[src/rtl/mem_inspect_reader.sv]
`default_nettype none
// ============================================================================
//  Module   : mem_inspect_reader
//  Purpose  : Walks a latched address range on the processor's inference read
//             port, captures each returned word and presents it with its
//             address on a display/debug path. The scan is paced either by a
//             dwell counter (auto) or by step-button edges (manual).
//
//  Ports    :
//    fast_clk    in   1       system clock, rising edge
//    rst         in   1       synchronous active-high reset
//    start       in   1       level; rising edge starts a scan (IDLE/DONE)
//    manual      in   1       1 = step mode, 0 = auto dwell mode
//    step        in   1       level; rising edge advances in manual HOLD
//    base_addr   in   ADDR_W  first address, latched on start
//    last_addr   in   ADDR_W  final address, latched on start
//    infer       out  1       read-port enable
//    infer_addr  out  ADDR_W  read address
//    infer_data  in   DATA_W  read data, valid READ_LAT cycles after address
//    word        out  DATA_W  last captured data
//    word_addr   out  ADDR_W  address of word
//    word_valid  out  1       one-cycle pulse per capture
//    busy        out  1       scan in progress (SETUP..HOLD)
//    done        out  1       scan finished (DONE)
//
//  Revision : 1.0  initial release
// ============================================================================
module mem_inspect_reader #(
    parameter int ADDR_W   = 10,
    parameter int DATA_W   = 32,
    parameter int READ_LAT = 1,
    parameter int DWELL    = 100_000_000
) (
    input  logic              fast_clk,
    input  logic              rst,
    input  logic              start,
    input  logic              manual,
    input  logic              step,
    input  logic [ADDR_W-1:0] base_addr,
    input  logic [ADDR_W-1:0] last_addr,
    output logic              infer,
    output logic [ADDR_W-1:0] infer_addr,
    input  logic [DATA_W-1:0] infer_data,
    output logic [DATA_W-1:0] word,
    output logic [ADDR_W-1:0] word_addr,
    output logic              word_valid,
    output logic              busy,
    output logic              done
);

    // ------------------------------------------------------------------------
    // Counter geometry
    // ------------------------------------------------------------------------
    localparam int c_WAIT_W  = (READ_LAT > 1) ? $clog2(READ_LAT) : 1;
    localparam int c_DWELL_W = $clog2(DWELL + 1);

    localparam logic [c_WAIT_W-1:0]  c_WAIT_LAST = c_WAIT_W'(READ_LAT - 1);
    localparam logic [c_WAIT_W-1:0]  c_WAIT_ONE  = c_WAIT_W'(1);
    localparam logic [c_DWELL_W-1:0] c_DWELL_END = c_DWELL_W'(DWELL);
    localparam logic [c_DWELL_W-1:0] c_DWELL_ONE = c_DWELL_W'(1);
    localparam logic [ADDR_W-1:0]    c_ADDR_ONE  = ADDR_W'(1);

    // ------------------------------------------------------------------------
    // State encoding
    // ------------------------------------------------------------------------
    typedef enum logic [2:0] {
        S_IDLE    = 3'd0,
        S_SETUP   = 3'd1,
        S_WAIT    = 3'd2,
        S_CAPTURE = 3'd3,
        S_HOLD    = 3'd4,
        S_DONE    = 3'd5
    } state_t;

    state_t r_state;
    state_t w_state_next;

    // ------------------------------------------------------------------------
    // Registers
    // ------------------------------------------------------------------------
    logic                 r_start_q;
    logic                 r_step_q;
    logic [ADDR_W-1:0]    r_addr;
    logic [ADDR_W-1:0]    r_last;
    logic [c_WAIT_W-1:0]  r_wait_cnt;
    logic [c_DWELL_W-1:0] r_dwell_cnt;

    // ------------------------------------------------------------------------
    // Combinational control
    // ------------------------------------------------------------------------
    logic w_start_edge;
    logic w_step_edge;
    logic w_load;
    logic w_advance;
    logic w_release;

    assign w_start_edge = start & ~r_start_q;
    assign w_step_edge  = step  & ~r_step_q;

    always_comb begin
        w_state_next = r_state;
        w_load       = 1'b0;
        w_advance    = 1'b0;
        w_release    = 1'b0;

        case (r_state)
            S_IDLE, S_DONE: begin
                if (w_start_edge) begin
                    w_load       = 1'b1;
                    w_state_next = S_SETUP;
                end
            end

            S_SETUP: begin
                w_state_next = S_WAIT;
            end

            S_WAIT: begin
                if (r_wait_cnt == c_WAIT_LAST) begin
                    w_state_next = S_CAPTURE;
                end
            end

            S_CAPTURE: begin
                w_state_next = S_HOLD;
            end

            S_HOLD: begin
                // The mode is re-sampled every HOLD cycle, so a mode switch
                // takes effect immediately. The dwell count includes the
                // HOLD entry cycle at count 0 and releases once it has
                // reached DWELL.
                if (manual) begin
                    w_release = w_step_edge;
                end else begin
                    w_release = (r_dwell_cnt >= c_DWELL_END);
                end

                if (w_release) begin
                    if (r_addr == r_last) begin
                        w_state_next = S_DONE;
                    end else begin
                        w_advance    = 1'b1;
                        w_state_next = S_SETUP;
                    end
                end
            end

            default: begin
                w_state_next = S_IDLE;
            end
        endcase
    end

    assign busy = (r_state == S_SETUP)   || (r_state == S_WAIT) ||
                  (r_state == S_CAPTURE) || (r_state == S_HOLD);
    assign done = (r_state == S_DONE);

    // ------------------------------------------------------------------------
    // State register and datapath
    // ------------------------------------------------------------------------
    always_ff @(posedge fast_clk) begin
        if (rst) begin
            r_state     <= S_IDLE;
            r_start_q   <= 1'b0;
            r_step_q    <= 1'b0;
            r_addr      <= '0;
            r_last      <= '0;
            r_wait_cnt  <= '0;
            r_dwell_cnt <= '0;
            infer       <= 1'b0;
            infer_addr  <= '0;
            word        <= '0;
            word_addr   <= '0;
            word_valid  <= 1'b0;
        end else begin
            r_state    <= w_state_next;
            r_start_q  <= start;
            r_step_q   <= step;
            word_valid <= 1'b0;

            // Range is latched once; later changes on base/last are ignored.
            if (w_load) begin
                r_addr <= base_addr;
                r_last <= last_addr;
            end

            // Address wraps naturally modulo 2^ADDR_W.
            if (w_advance) begin
                r_addr <= r_addr + c_ADDR_ONE;
            end

            case (r_state)
                S_SETUP: begin
                    // infer is only ever set here and cleared on DONE entry,
                    // so it stays high across consecutive words.
                    infer      <= 1'b1;
                    infer_addr <= r_addr;
                    r_wait_cnt <= '0;
                end

                S_WAIT: begin
                    r_wait_cnt <= r_wait_cnt + c_WAIT_ONE;
                end

                S_CAPTURE: begin
                    word        <= infer_data;
                    word_addr   <= infer_addr;
                    word_valid  <= 1'b1;
                    r_dwell_cnt <= '0;
                end

                S_HOLD: begin
                    // Saturate so long manual waits cannot wrap the counter.
                    if (r_dwell_cnt < c_DWELL_END) begin
                        r_dwell_cnt <= r_dwell_cnt + c_DWELL_ONE;
                    end
                    if (w_state_next == S_DONE) begin
                        infer <= 1'b0;
                    end
                end

                default: begin
                end
            endcase
        end
    end

endmodule
`default_nettype wire

[config.mk]
export PLATFORM = sky130hd
export DESIGN_NAME = mem_inspect_reader
export DESIGN_NICKNAME = d
export VERILOG_FILES = /design/src/rtl/mem_inspect_reader.sv
export SDC_FILE = /design/constraint.sdc
export NUM_CORES = 1
export LEC_CHECK = 0
export ABC_AREA = 0
export CORE_ASPECT_RATIO = 0.5
export CORE_MARGIN = 3
export CORE_UTILIZATION = 45
export DETAILED_ROUTE_END_ITERATION = 8
export MAX_ROUTING_LAYER = met4
export PLACE_DENSITY = 0.77
export SLEW_MARGIN = 15
export SYNTH_ARGS = -nofsm -noshare
export SYNTH_HDL_FRONTEND = slang
export SYNTH_SLANG_ARGS = --single-unit
[constraint.sdc]
create_clock -name fast_clk -period 2.1 [get_ports fast_clk]
set_clock_uncertainty 0.05 [all_clocks]
set_input_delay 0.42 -clock fast_clk [delete_from_list [all_inputs] [get_ports fast_clk]]
set_output_delay 0.42 -clock fast_clk [all_outputs]
set_load 0.01 [all_outputs]
==> flow_results.org <==
** Synthesis
- Dividing the synthesized area by the synthesized cell count gives 8.15 µm².
- The synthesized design devotes to its leading area cell type 46.1% of total area.
- After synthesis the netlist holds a flip-flop and latch count of 107.
- Async set-or-reset flop fraction in the synthesized netlist :: 0%
- Leading post-synthesis cells by cell area :: sky130_fd_sc_hd__dfxtp_1, sky130_fd_sc_hd__nand2_1, sky130_fd_sc_hd__a21oi_1
- Most used DFF post-synth :: sky130_fd_sc_hd__dfxtp_1
- For this run, the register share of the synthesized area comes to 46.1%.
- After technology mapping, the gate count stands at 570.
- Net count after synthesis :: 630
- Post-synth EDFFs :: 0
- Number of warnings printed during yosys synthesis :: 0
- In this run the cell area of the synthesized design comes to 4650 µm².
- Dominant cell type by area after synthesis :: sky130_fd_sc_hd__dfxtp_1
- In this run, distinct cell masters in the synthesized netlist total 53.

** Critical path
- Max Fanout on Critical Path :: 4
- In this run the register-to-register setup slack is -0.005 ns.
- The setup path with the least slack is of type reg -> reg.
- Number of cells on the worst reg-to-reg path :: 6
- The critical path starts at r_dwell_cnt[21].
- Data required time at the worst endpoint :: 2.33 ns
- Setup crit end kind :: flop
- The most critical setup path has its endpoint at r_addr[8].
- STA puts the critical path data arrival time at 2.33 ns.
- Crit start category :: flop
- Endpoint of the lowest-slack register-to-register path :: r_addr[8]
- Origin of the critical flop-to-flop path :: r_dwell_cnt[21]

** Die
- Area of the placeable core :: 9730 µm²
- Die Width :: 150 µm
- 113 I/O pins were placed.
- Starting utilization of the core area :: 47.8%
- Overall die area :: 11700 µm²
- In this run the core area contains 25 standard-cell rows.
- Die Span Y :: 77.9 µm

** CTS
- Post-CTS Hold Buffers :: 0
- Number of levels in the clock H-tree :: 3
- In this run the deepest clock path goes through 2 buffers.
- CTS placed an instance of sky130_fd_sc_hd__clkbuf_16 at the clock tree root.
- CTS tree :: built
- Later-pin clock latency in the skew report :: 0.35 ns
- Clk slew on worst S/H paths :: 0.08 ns
- Total clock sinks :: 107
- TritonCTS buffer count :: 9

** Route
- Violation count after the first detailed-routing iteration :: 326
- Number of nets with antenna violations after detailed routing :: 0
- The detailed router placed 4549 vias in this run.
- Average detailed-routed wire length per instance :: 14.6 µm
- The first TritonRoute pass finished after 6 iterations.
- Routed WL :: 12600 µm
- In the routed layout, each cell is associated on average with a via count of 5.27.
- Post-route DRC violation count :: 0

** Global routing
- Entering global routing, the biggest net connects 45 pins.
- Number of antenna violations at the first check in global routing :: 0
- Sum of overflow across all layers after global routing :: 0
- The first global-routing pass estimated 20900 µm of wire.
- Vias in the first global route :: 4374
- Total routing resource utilization after global routing :: 22.3%

** STA
- The worst pin sits at a relative slew slack of 65.7%.
- Total of endpoints with negative setup slack in the final report :: 1
- Min setup slack post-route :: -0.00457 ns
- Achievable Freq :: 475 MHz
- The max-slew violation count was 0.
- At the pin with the least slew margin, the transition time is 0.512 ns.
- The routed design could run at a clock period as short as 2.10 ns.
- Setup repair after global routing could not meet its margin everywhere.
- The number of hold-slack violations in the final timing report came to 0.
- Final clock period utilization by the worst path :: 100%

** Run status
- The run finished, with violations left.
- Violated checks :: negative setup slack

** Placement
- Post-Place Cell Area :: 6220 µm²
- The congestion estimate from routability-driven global placement came to 0.870.
- Half-perimeter wire length of the detailed placement result :: 8560 µm
- Port buffering added 112 buffers.

** Worst hold path
- The tightest min-delay check is of the in -> reg type.

** Finish
- Final-layout fill cell count :: 757
- Final standard cell area without fillers :: 6720 µm²
- Cells with a size suffix above 1 make up 17.4% of the layout.
- For this run, the share of the core covered by cells in the final layout is 69.1%.
- The library cells used most frequently in the layout, excluding fill and tap cells, are sky130_fd_sc_hd__nand2_1, sky130_fd_sc_hd__clkdlybuf4s50_1, sky130_fd_sc_hd__dfxtp_1.
- The net count of the finished layout is 783.
- The area growth from synthesis to layout is 44.6%.
- Most common library cell in the layout ignoring fill and taps :: sky130_fd_sc_hd__nand2_1
- In the final layout, the multi-input gates occupy 2430 µm².
- Sequential standard cell area :: 2160 µm²
- 0 antenna diodes ended up in the layout.

** Power and ir drop
- Total Power Consumption :: 4.92 mW
- Across the VDD grid, the largest voltage drop is 394 µV.
- Power density normalized to cell area :: 732 nW/µm²
- The analysis attributes to cell leakage a power of 2.45 nW.

** Run
- Max-cap violations in this run came to 0.
==> area by class of cell <==
type / count / share of cell area (%)
clock buffers: 9 / 3.35
clock inverters: 7 / 1.01
inverters: 13 / 0.726
multi-input cells: 416 / 36.2
flip-flops and latches: 107 / 32.2
well taps: 135 / 2.51
repair buffers: 176 / 24.0
==> worst min path at each step <==
stage / depth (start not counted) / startpoint / to
finish: 2 / rst / r_dwell_cnt[1]
global route: 2 / rst / r_dwell_cnt[1]
CTS: 2 / rst / r_dwell_cnt[0]
detailed placement: 2 / word[4] / word[4]
global placement: 2 / word[27] / word[27]
floorplan: 2 / r_last[9] / r_last[9]
==> layer usage <==
layer / track usage (%) / share of wire [%] / vias to the layer above
met5: - / 0 / -
met4: 5.93 / 1.7 / 0
met3: 5.13 / 4.7 / 21
met2: 37.3 / 49 / 118
met1: 27.4 / 44 / 2126
li1: - / - / 2284
==> flip-flops by register name (all words and copies together) (netlist names) <==
name	count
infer	1
infer_addr	10
r_addr	10
r_dwell_cnt	27
r_last	10
r_start_q	1
r_state	3
r_step_q	1
r_wait_cnt	1
word	32
word_addr	10
word_valid	1
==> what timing repair did <==
| action | 4_1_cts | 5_1_grt |
|---|---|---|
| setup endpoints to repair | 6 | 29 |
| cloned | 1 | 0 |
| endpoints found under the hold margin | 0 | 0 |
| pin swaps | 1 | 16 |
| gates resized for setup | 3 | 44 |
| buffers inserted | 0 | 8 |
==> stage by stage <==
step                hold slack (ns)  setup slack [ns]  cells  setup TNS (ns)
CTS                           0.326           0.00702    856               0
global placement              0.390            -0.284    839           -1.01
floorplan                     0.395           0.00534    570               0
global route                  0.344            -0.118    863          -0.673
detailed placement            0.395            -0.342    839           -1.50
finish                        0.327          -0.00457    863        -0.00457
==> report_power, final <==
group          switching (mW)  internal [mW]
logic                   0.500          0.502
registers              0.0840           2.14
clock network           0.847          0.842
total                    1.43           3.49
==> cell families (layout without fill, tap and decap cells) <==
kind of cell | after synthesis | count (layout) | share of synthesized area, %
buffers and inverters | 48 | 205 | 4.66
flip-flops | 107 | 107 | 46.1
XOR/XNOR | 25 | 25 | 4.71
multiplexers | 10 | 10 | 2.15
adder cells (fa/ha/maj) | 3 | 3 | 0.808
AO/OA/AOI/OAI | 138 | 139 | 17.8
AND/OR/NAND/NOR | 239 | 239 | 23.8
==> critical path: stages (launching register included) <==
cell and delay [ns]:
sky130_fd_sc_hd__dfxtp_1 0.38, sky130_fd_sc_hd__nand3_2 0.17, sky130_fd_sc_hd__nor2_2 0.19, sky130_fd_sc_hd__a221oi_2 0.10, sky130_fd_sc_hd__or3_4 0.44, sky130_fd_sc_hd__or4_1 0.53, sky130_fd_sc_hd__a31oi_1 0.17
==> cell usage after synthesis (3+ instances only) <==
cell type	n
sky130_fd_sc_hd__nand2_1	130
sky130_fd_sc_hd__dfxtp_1	107
sky130_fd_sc_hd__a21oi_1	78
sky130_fd_sc_hd__nor2_1	34
sky130_fd_sc_hd__clkbuf_1	25
sky130_fd_sc_hd__xor2_1	19
sky130_fd_sc_hd__o21ai_0	18
sky130_fd_sc_hd__inv_1	13
sky130_fd_sc_hd__nand3_1	13
sky130_fd_sc_hd__or3_1	12
sky130_fd_sc_hd__mux2i_1	10
sky130_fd_sc_hd__and3_1	8
sky130_fd_sc_hd__o211ai_1	8
sky130_fd_sc_hd__nor3_1	7
sky130_fd_sc_hd__nor4_1	6
sky130_fd_sc_hd__o2111ai_1	6
sky130_fd_sc_hd__xnor2_1	6
sky130_fd_sc_hd__buf_2	5
sky130_fd_sc_hd__buf_6	4
sky130_fd_sc_hd__nand2b_1	4
sky130_fd_sc_hd__o31ai_1	4
sky130_fd_sc_hd__or4_1	4
sky130_fd_sc_hd__a32oi_1	3
sky130_fd_sc_hd__ha_1	3
sky130_fd_sc_hd__nand3b_1	3
Power figures use the tool's default switching activity.
